### src/rtl/imm_encoder_if.sv
// Handshake and data bundle for imm_encoder: an immediate/type/base-word input
// stream and an encoded-instruction output stream.
interface imm_encoder_if #(
  parameter int XLEN      = 32,
  parameter int ERR_CNT_W = 8
);
  logic                 inValid;
  logic                 inReady;
  logic [XLEN-1:0]      immValue;
  logic [2:0]           immSrc;
  logic [XLEN-1:0]      baseInstr;
  logic                 outValid;
  logic                 outReady;
  logic [XLEN-1:0]      instr;
  logic                 rangeErr;
  logic [ERR_CNT_W-1:0] errCount;

  modport master (
    output inValid, immValue, immSrc, baseInstr, outReady,
    input  inReady, outValid, instr, rangeErr, errCount
  );

  modport slave (
    input  inValid, immValue, immSrc, baseInstr, outReady,
    output inReady, outValid, instr, rangeErr, errCount
  );
endinterface

### src/rtl/imm_encoder.sv
// RV32I immediate encoder: scatters an immediate into the I/S/B/U/J fields of a
// base instruction, flags values that do not fit, two-stage valid/ready pipe.
module imm_encoder #(
  parameter int XLEN      = 32,
  parameter int ERR_CNT_W = 8
) (
  input logic          clk,
  input logic          rstN,
  imm_encoder_if.slave bus
);

  localparam logic [2:0] SRC_I = 3'd0;
  localparam logic [2:0] SRC_S = 3'd1;
  localparam logic [2:0] SRC_B = 3'd2;
  localparam logic [2:0] SRC_U = 3'd3;
  localparam logic [2:0] SRC_J = 3'd4;

  logic [XLEN-1:0]      enc_instr;
  logic                 enc_err;
  logic                 fits_12;
  logic                 fits_13;
  logic                 fits_21;

  logic                 s1_valid_q, s1_valid_d;
  logic [XLEN-1:0]      s1_instr_q, s1_instr_d;
  logic                 s1_err_q,   s1_err_d;
  logic                 s2_valid_q, s2_valid_d;
  logic [XLEN-1:0]      s2_instr_q, s2_instr_d;
  logic                 s2_err_q,   s2_err_d;
  logic [ERR_CNT_W-1:0] err_cnt_q,  err_cnt_d;

  logic                 s2_free;
  logic                 s1_adv;
  logic                 in_ready;
  logic                 accept;
  logic                 deliver;

  // A signed value fits in N bits when everything from bit N-1 up is a copy of the sign.
  always_comb begin
    fits_12 = (bus.immValue[31:11] == '0) || (bus.immValue[31:11] == '1);
    fits_13 = (bus.immValue[31:12] == '0) || (bus.immValue[31:12] == '1);
    fits_21 = (bus.immValue[31:20] == '0) || (bus.immValue[31:20] == '1);
  end

  always_comb begin
    enc_instr = bus.baseInstr;
    enc_err   = 1'b1;
    unique case (bus.immSrc)
      SRC_I: begin
        enc_instr = {bus.immValue[11:0], bus.baseInstr[19:0]};
        enc_err   = !fits_12;
      end
      SRC_S: begin
        enc_instr = {bus.immValue[11:5], bus.baseInstr[24:12],
                     bus.immValue[4:0], bus.baseInstr[6:0]};
        enc_err   = !fits_12;
      end
      SRC_B: begin
        enc_instr = {bus.immValue[12], bus.immValue[10:5], bus.baseInstr[24:12],
                     bus.immValue[4:1], bus.immValue[11], bus.baseInstr[6:0]};
        enc_err   = !fits_13 || bus.immValue[0];
      end
      SRC_U: begin
        enc_instr = {bus.immValue[31:12], bus.baseInstr[11:0]};
        enc_err   = (bus.immValue[11:0] != '0);
      end
      SRC_J: begin
        enc_instr = {bus.immValue[20], bus.immValue[10:1], bus.immValue[11],
                     bus.immValue[19:12], bus.baseInstr[11:0]};
        enc_err   = !fits_21 || bus.immValue[0];
      end
      default: begin
        enc_instr = bus.baseInstr;
        enc_err   = 1'b1;
      end
    endcase
  end

  // S2 frees up when empty or being drained; S1 may then move down and refill.
  always_comb begin
    s2_free  = !s2_valid_q || bus.outReady;
    s1_adv   = s1_valid_q && s2_free;
    in_ready = rstN && (!s1_valid_q || s2_free);
    accept   = bus.inValid && in_ready;
    deliver  = s2_valid_q && bus.outReady;

    s1_valid_d = accept || (s1_valid_q && !s1_adv);
    s1_instr_d = s1_instr_q;
    s1_err_d   = s1_err_q;
    if (accept) begin
      s1_instr_d = enc_instr;
      s1_err_d   = enc_err;
    end

    s2_valid_d = s1_adv || (s2_valid_q && !bus.outReady);
    s2_instr_d = s2_instr_q;
    s2_err_d   = s2_err_q;
    if (s1_adv) begin
      s2_instr_d = s1_instr_q;
      s2_err_d   = s1_err_q;
    end

    err_cnt_d = err_cnt_q;
    if (deliver && s2_err_q && (err_cnt_q != '1)) begin
      err_cnt_d = err_cnt_q + 1'b1;
    end
  end

  always_ff @(posedge clk) begin
    if (!rstN) begin
      s1_valid_q <= 1'b0;
      s1_instr_q <= '0;
      s1_err_q   <= 1'b0;
      s2_valid_q <= 1'b0;
      s2_instr_q <= '0;
      s2_err_q   <= 1'b0;
      err_cnt_q  <= '0;
    end else begin
      s1_valid_q <= s1_valid_d;
      s1_instr_q <= s1_instr_d;
      s1_err_q   <= s1_err_d;
      s2_valid_q <= s2_valid_d;
      s2_instr_q <= s2_instr_d;
      s2_err_q   <= s2_err_d;
      err_cnt_q  <= err_cnt_d;
    end
  end

  assign bus.inReady  = in_ready;
  assign bus.outValid = s2_valid_q;
  assign bus.instr    = s2_instr_q;
  assign bus.rangeErr = s2_err_q;
  assign bus.errCount = err_cnt_q;

endmodule
### src/flat_wrapper.sv
// flat-port wrapper written by rule: the top's interface ports become plain ports
module imm_encoder_flat 
#(
  parameter int XLEN      = 32,
  parameter int ERR_CNT_W = 8
)
  (clk, rstN, bus_inValid, bus_immValue, bus_immSrc, bus_baseInstr, bus_outReady, bus_inReady, bus_outValid, bus_instr, bus_rangeErr, bus_errCount);
  imm_encoder_if #(.XLEN(XLEN), .ERR_CNT_W(ERR_CNT_W)) bus_i ();
  input logic clk;
  input logic rstN;
  input wire logic [$bits(bus_i.inValid)-1:0] bus_inValid;
  input wire logic [$bits(bus_i.immValue)-1:0] bus_immValue;
  input wire logic [$bits(bus_i.immSrc)-1:0] bus_immSrc;
  input wire logic [$bits(bus_i.baseInstr)-1:0] bus_baseInstr;
  input wire logic [$bits(bus_i.outReady)-1:0] bus_outReady;
  output wire logic [$bits(bus_i.inReady)-1:0] bus_inReady;
  output wire logic [$bits(bus_i.outValid)-1:0] bus_outValid;
  output wire logic [$bits(bus_i.instr)-1:0] bus_instr;
  output wire logic [$bits(bus_i.rangeErr)-1:0] bus_rangeErr;
  output wire logic [$bits(bus_i.errCount)-1:0] bus_errCount;
  assign bus_i.inValid = bus_inValid;
  assign bus_i.immValue = bus_immValue;
  assign bus_i.immSrc = bus_immSrc;
  assign bus_i.baseInstr = bus_baseInstr;
  assign bus_i.outReady = bus_outReady;
  assign bus_inReady = bus_i.inReady;
  assign bus_outValid = bus_i.outValid;
  assign bus_instr = bus_i.instr;
  assign bus_rangeErr = bus_i.rangeErr;
  assign bus_errCount = bus_i.errCount;
  imm_encoder #(.XLEN(XLEN), .ERR_CNT_W(ERR_CNT_W)) u_core (.clk(clk), .rstN(rstN), .bus(bus_i));
endmodule
### config.mk
export PLATFORM = sky130hd
export DESIGN_NAME = imm_encoder_flat
export DESIGN_NICKNAME = d
export VERILOG_FILES = /design/src/rtl/imm_encoder_if.sv /design/src/rtl/imm_encoder.sv /design/src/flat_wrapper.sv
export SDC_FILE = /design/constraint.sdc
export NUM_CORES = 1
export LEC_CHECK = 0
export BUFFER_PORTS_ARGS = -buffer_cell sky130_fd_sc_hd__buf_2
export CAP_MARGIN = 20
export CORE_MARGIN = 3
export CORE_UTILIZATION = 50
export CTS_CLUSTER_SIZE = 8
export DETAILED_ROUTE_END_ITERATION = 12
export PLACE_DENSITY = 0.79
export SETUP_SLACK_MARGIN = 0.02
export SYNTH_ARGS = -nofsm -noshare
export SYNTH_HDL_FRONTEND = slang
export SYNTH_SLANG_ARGS = --single-unit
### constraint.sdc
create_clock -name clk -period 1.9 [get_ports clk]
set_clock_uncertainty 0.15 [all_clocks]
set_input_delay 0.19 -clock clk [delete_from_list [all_inputs] [get_ports clk]]
set_output_delay 0.19 -clock clk [all_outputs]
set_load 0.1 [all_outputs]
# Yosys cells after proc, flatten, opt, wreduce, memory -nomap -nowiden
# Cells that the tools add are included.
[word_totals]
register_bits = 76
[op_classes]
add_sub_neg = 1
n_eq_ne = 8
n_mux = 2
n_reduce_logical = 30
[ops]
columns = ["operator", "count"]
rows = [
  ["one-hot mux 32 bit (5 select lines)", 1],
  ["== test 21 bit (second input constant)", 1],
  ["zero test 21 bit", 1],
  ["== test 20 bit (second input constant)", 1],
  ["zero test 20 bit", 1],
  ["== test 12 bit (second input constant)", 1],
  ["zero test 12 bit", 1],
  ["nonzero test 12 bit", 1],
  ["logical OR 1 bit", 9],
  ["adder 8 x 1 -> 8 bit (second input constant)", 1],
  ["logical AND 1 bit", 8],
  ["!= test 8 bit (second input constant)", 1],
  ["zero test 1 bit", 7],
  ["== test 3 x 2 -> 1 bit (second input constant)", 2],
  ["one-hot mux 1 bit (4 select lines)", 1],
  ["== test 3 x 1 -> 1 bit (second input constant)", 1],
  ["== test 3 bit (second input constant)", 1],
  ["zero test 3 bit", 1],
  ["OR reduction 2 bit", 1],
]

# Longest topological paths before layout
# Gate-level depths: netlist (run 1).
[logic_depth]
ltp_word = 6
ltp_mapped = 7
mapped_depth_nobuf = 6

# Worst setup path before layout (run 1)
# Ideal clock, no wire load.
[synth_timing]
path_kind = "flip-flop to flip-flop"
startpoint = "reg u_core.err_cnt_q[0] (netlist: u_core.bus.errCount[0])"
endpoint = "reg u_core.err_cnt_q[6] (netlist: u_core.bus.errCount[6])"
arrival_time_ns = 2.185
t_required_ns = 1.635
path_slack_ns = -0.550
path_stages_with_launch = 7
period_less_slack_ns = 2.450
path_cell_list = "dfxtp_1 > ha_1 > and2_1 > a31oi_4 > and3_1 > xor2_1 > and2_1"
[synth_between]
elab_chain_cells = 2
[synth_lines]
columns = ["item", "line", "source"]
rows = [
  ["start: declaration", "imm_encoder.sv:30", "logic [ERR_CNT_W-1:0] err_cnt_q, err_cnt_d;"],
  ["start signal: assignment", "imm_encoder.sv:125", "err_cnt_q <= err_cnt_d;"],
  ["branches (longest 2 deep; another with adder 8 x 1 -> 8 bit)", "-", ""],
]
# Several ways; the timed one is not identified.
# A chain may end at the register's enable or synchronous reset.

# Final worst setup path (run 1)
[layout_timing]
startpoint = "reg u_core.err_cnt_q[0] (netlist: u_core.bus.errCount[0])"
endpoint = "reg u_core.err_cnt_q[4] (netlist: u_core.bus.errCount[4])"
# The elaborated chain is that of the path after synthesis.

==> results of run 1 <==
flip-flops by register name, indices dropped and copies added (netlist names):
name	flops
u_core.bus.rangeErr	1
u_core.bus.errCount	8
u_core.bus.outValid	1
u_core.s1_valid_q	1
u_core.s1_err_q	1
u_core.s1_instr_q	32
u_core.bus.instr	32
stage by stage:
| step | instance area, um2 | hold slack [ps] | total power, mW |
|---|---|---|---|
| final | 4690 | 42.4 | 3.64 |
| after floorplan | 3600 | 139 | 2.16 |
| after global placement | 4270 | 233 | 2.34 |
| after detailed placement | 4270 | 235 | 2.36 |
| after CTS | 4690 | 0.670 | 3.66 |
| after global routing | 4690 | 36.8 | 3.82 |
layout make-up:
cell class / instances / area (um2)
sequential: 76 / 1550
inverter: 2 / 7.51
timing repair buffer: 145 / 898
clock inverter: 5 / 58.8
tap: 96 / 120
multi-input combinational: 327 / 1900
fill: 577 / 2180
clock buffer: 11 / 153
logic make-up (layout without fill, tap and decap cells):
kind of cell,after synthesis,count (layout),synth area share
simple gates,199,199,0.256
compound gates,92,92,0.176
flops,76,76,0.426
buf+inv,34,163,0.0414
mux,25,25,0.0722
xor+xnor,9,9,0.0221
fa+ha+maj,2,2,0.00631
per-layer routing:
metal / GRT usage / wire [um]
met5: 0 / 0
met4: 0.129 / 363
met3: 0.0500 / 705
met2: 0.361 / 4180
met1: 0.300 / 4190
power by group through the flow:
| stage | Clock (mW) | Sequential, mW | Combinational (mW) |
|---|---|---|---|
| final | 1.28 | 1.70 | 0.664 |
| after global routing | 1.39 | 1.71 | 0.712 |
| after CTS | 1.30 | 1.70 | 0.655 |
| after detailed placement | 0 | 1.74 | 0.615 |
| after global placement | 0 | 1.74 | 0.607 |
| after floorplan | 0 | 1.89 | 0.269 |
path summary, 6_finish.rpt:
| check | slack (ps) | to | cells after the start | start |
|---|---|---|---|---|
| hold / removal | 40 | u_core.s1_instr_q[18] | 3 | bus_immValue[18] |
| hold reg to reg | 300 | u_core.bus.instr[4] | 2 | u_core.bus.instr[4] |
| setup reg to reg | 170 | u_core.bus.errCount[4] | 6 | u_core.bus.errCount[0] |
| setup / recovery | 170 | u_core.bus.errCount[4] | 6 | u_core.bus.errCount[0] |
worst min-delay path: cells and delay by family:
kind	cells	cell delay [ps]
multiplexers	1	80
buffers and inverters	1	110
AO/OA/AOI/OAI	1	120
cell usage in the layout, fill, tap and decap left out, drive strengths merged, types with 6 or more instances in the layout:
cell type / Yosys / layout
o21ai: 31 / 31
mux2: 6 / 6
buf: 16 / 124
nand2: 101 / 101
a21boi: 41 / 41
and2: 11 / 11
mux2i: 19 / 19
nand3: 29 / 29
clkbuf: 16 / 11
o2111ai: 9 / 9
nand4: 7 / 7
dlygate4sd3: 0 / 21
nor2: 24 / 24
dfxtp: 76 / 76
what timing repair did:
action                                 4_1_cts  5_1_grt
gates resized for setup                      0        0
endpoints found under the hold margin       17        0
setup endpoints to repair                    0        1
hold buffers                                21        0
==> run summary, run 1 <==
Initial Util - 0.520
Min-delay worst type - primary input to flop
Top post-synthesis cells by area - dfxtp_1, nand2_1, mux2i_1
Final period util - 0.913
Part of the power in registers - 0.467
Most common cell in the netlist - nand2_1
Outcome - finished, final reports clean
Placer Congestion - 0.940
Cells along the critical path - ha_1, and2_1, a31oi_4, nand4_1, xnor2_1, and2_1
# port buffers - 113
Register area share after synthesis - 0.426
Switch share - 0.291
Synth Register Bits - 76
Power per cell area - 777 mW/mm2
Iter 0 DRT Violations - 185
Slew Limit Fails - 0
First-pass GRT wire length - 15500 um
Worst Path Arrival - 1830 ps
Worst Max-Slew Pin Slew - 508 ps
Unique masters post-synth - 41
Total track usage - 0.233
Setup Buffers After CTS - 0
Sw power - 1.06 mW
RSZ-0062 raised after global routing - false
CTS Buffer Depth - 2
Core Rows - 30
Leakage - 2.04 nW
Comb pwr share - 0.182
Syn-to-layout area delta - 31.4%
CTS clk-pin slew, worst paths - 80 ps
CORE AREA - 0.00687 mm2
H-tree Lvls - 3
Crit-path slowest cell - dfxtp_4
Final Critical Period - 1730 ps
CP endpoint kind - flop
Number of synthesized flops with an enable pin - 0
Worst skew pair latency - 340 ps
Dpl hpwl - 6610 um
Post-detailed-route count of antenna-violating nets - 0
Syn nets - 509
Cell family with most CP delay - simple AND/OR/NAND/NOR gates
Synth Area per Inst - 8.17 um2
Vias in the first global route - 3312
Crit path buf inv count - 0
Placed cells - 625
Antenna violations before repair - 0
Pre-CTS setup slack - 130 ps
TritonCTS clock tree - done
Fmax - 576 MHz
Syn. warnings - 0
Slew headroom - 0.664
WP data required - 1990 ps
Post-layout util - 0.683
Ratio of cells with drive above 1 in the final layout - 0.277
Max_cap viols - 0
CP most frequent cell - and2_1
Total CTS buffers - 9
Synth area leader - dfxtp_1
Critical path class - flop to flop
Clock Tree Root - clkbuf_8
Int Pwr - 2.59 mW
Final WL - 9430 um
Full die area - 0.00819 mm2
Vias - 3544
Vias/cell - 5.35
Final setup margin - 165 ps
Power share of the clock group - 0.351
List of most frequent post-synthesis cells - nand2_1, dfxtp_1, nand3_1
Average wire per standard cell - 14.3 um
Mapped Area - 0.00357 mm2
Clk sinks - 76
CP max stage delay - 360 ps
Final setup viols - 0
Antenna Cells - 0
CP startpoint kind - flop
Chip width - 90.5 um
Setup TNS - 0 ps
Peak VDD IR - 291 uV
Post-synth top area share - 0.426
Most used flip-flop cell after synthesis - dfxtp_1
CP Max Fanout - 8
Final non-filler cell total - 662
Die Span Y - 90.5 um
Fraction of registers with async set/reset - 0
Grt ovf - 0
Synth Instances - 437
DRC Markers - 0
Largest net degree at the start of global routing - 78
Drt pass-1 iters - 5
Top Ports - 114
NumNets Final - 633
Final hold violation count - 0
(Power assumes the default switching activity.)
==> inputs of run 2 (changes only) <==
- PLACE_DENSITY: 0.79 -> 0.75
==> run summary, run 2 (synthesis results as in run 1) <==
Outcome - finished, final reports clean (unchanged)
Slew headroom - 0.668 (was 0.664)
Commonest cells after routing, fill and taps aside - buf_2, nand2_1, dfxtp_1, nand3_1 (unchanged)
Worst skew pair latency - 330 ps (was 340 ps)
Peak VDD IR - 381 uV (was 291 uV)
CTS Buffer Depth - 2 (unchanged)
Worst Path Arrival - 1840 ps (was 1830 ps)
Syn-to-layout area delta - 27.8% (was 31.4%)
WP data required - 1980 ps (was 1990 ps)
Setup TNS - 0 ps (unchanged)
First-pass GRT wire length - 14900 um (was 15500 um)
DRC Markers - 0 (unchanged)
Commonest non-fill, non-tap cell in the layout - buf_2 (unchanged)
Antenna Cells - 0 (unchanged)
Leakage - 2.00 nW (was 2.04 nW)
CP max stage delay - 350 ps (was 360 ps)
Full die area - 0.00819 mm2 (unchanged)
Largest net degree at the start of global routing - 55 (was 78)
Max_cap viols - 0 (unchanged)
PnR Total Power - 3.51 mW (was 3.64 mW)
Fmax - 568 MHz (was 576 MHz)
Average wire per standard cell - 13.8 um (was 14.3 um)
Dpl hpwl - 6600 um (was 6610 um)
RSZ-0062 raised after global routing - false (unchanged)
Grt ovf - 0 (unchanged)
TritonCTS clock tree - done (unchanged)
Slew Limit Fails - 0 (unchanged)
CP startpoint kind - flop (unchanged)
Fillers - 594 (was 577)
Worst Hold Path Cells - 3 (unchanged)
Vias - 3439 (was 3544)
Top Ports - 114 (unchanged)
Cells along the critical path - ha_1, and2_1, a31oi_4, nand4_1, xnor2_1, and2_1 (unchanged)
Cell family with most CP delay - simple AND/OR/NAND/NOR gates (unchanged)
Final Critical Period - 1760 ps (was 1730 ps)
Placed cells - 625 (unchanged)
Placer Congestion - 0.931 (was 0.940)
Final WL - 9000 um (was 9430 um)
Initial Util - 0.520 (unchanged)
CP most frequent cell - and2_1 (unchanged)
Post-layout util - 0.664 (was 0.683)
H-tree Lvls - 3 (unchanged)
Antenna violations before repair - 0 (unchanged)
CORE AREA - 0.00687 mm2 (unchanged)
CP Depth - 6 (unchanged)
Power per cell area - 770 mW/mm2 (was 777 mW/mm2)
CP Max Fanout - 8 (unchanged)
Drt pass-1 iters - 4 (was 5)
CTS clk-pin slew, worst paths - 70 ps (was 80 ps)
Final period util - 0.926 (was 0.913)
Cells on worst reg2reg path - 6 (unchanged)
Final non-filler cell total - 653 (was 662)
Crit-path slowest cell - dfxtp_4 (unchanged)
Worst Max-Slew Pin Slew - 501 ps (was 508 ps)
Post-detailed-route count of antenna-violating nets - 0 (unchanged)
Clk sinks - 76 (unchanged)
Iter 0 DRT Violations - 183 (was 185)
Die Span Y - 90.5 um (unchanged)
Vias/cell - 5.27 (was 5.35)
Final hold violation count - 0 (unchanged)
Crit path buf inv count - 0 (unchanged)
Total CTS buffers - 9 (unchanged)
Vias in the first global route - 3176 (was 3312)
CP endpoint kind - flop (unchanged)
Core Rows - 30 (unchanged)
NumNets Final - 625 (was 633)
Chip width - 90.5 um (unchanged)
Min-delay worst type - primary input to flop (unchanged)
Critical path class - flop to flop (unchanged)
Ratio of cells with drive above 1 in the final layout - 0.282 (was 0.277)
Clock Tree Root - clkbuf_8 (unchanged)
# port buffers - 113 (unchanged)
Total track usage - 0.220 (was 0.233)
Final setup viols - 0 (unchanged)
[run 2: changes by cell type in the layout (fill, tap and decap cells not counted), moves of 2 or more]
cell,delta
buf_12,-2
buf_4,+2
clkinvlp_4,-2
dlygate4sd3_1,-8
inv_4,+2
[run 2: repair_timing]
action | CTS | global route
hold endpoints to repair | 13 | 0
setup buffers | 0 | 0
hold buffers | 13 | 0
setup endpoints to repair | 0 | 3
gates resized for setup | 0 | 1
[run 2: final timing paths]
check | start | slack [ps] | to
min reg2reg | u_core.bus.instr[9] | 300 | u_core.bus.instr[9]
max reg2reg | u_core.bus.errCount[0] | 140 | u_core.bus.errCount[4]
max | u_core.bus.errCount[0] | 140 | u_core.bus.errCount[4]
min | bus_baseInstr[16] | 20 | u_core.s1_instr_q[16]
[run 2: per-layer routing]
layer  global-route usage  share of wire  vias up
met3               0.0342          0.061       13
met4               0.0906          0.017        0
li1                     -              -     1737
met5                    0              0        -
met2                0.342           0.46      136
met1                0.304           0.47     1553
[run 2: per-stage QoR]
step	setup slack (ps)	instance area [um2]	hold slack (ps)
after floorplan	29.6	3600	139
after global placement	181	4240	233
after detailed placement	144	4240	238
after CTS	84.1	4560	2.10
after global routing	35.0	4560	22.9
final	140	4560	16.0
[run 2: final cells by class]
type	count	area (um2)	area share
clock buffer	11	141	0.0310
timing repair buffer	137	793	0.174
clock inverter	4	47.5	0.0104
multi-input combinational	327	1900	0.417
inverter	2	7.51	0.00165
sequential	76	1550	0.339
tap	96	120	0.0263
[run 2: where the power goes]
| part | switching, mW | leakage (nW) | internal, mW |
|---|---|---|---|
| logic | 0.420 | 1.27 | 0.216 |
| clock network | 0.539 | 0.100 | 0.635 |
| registers | 0.0403 | 0.627 | 1.66 |
[run 2: worst min-delay path, cell delays in order]
cell and delay [ps]:
buf_2 70, mux2i_1 80, o21ai_1 110
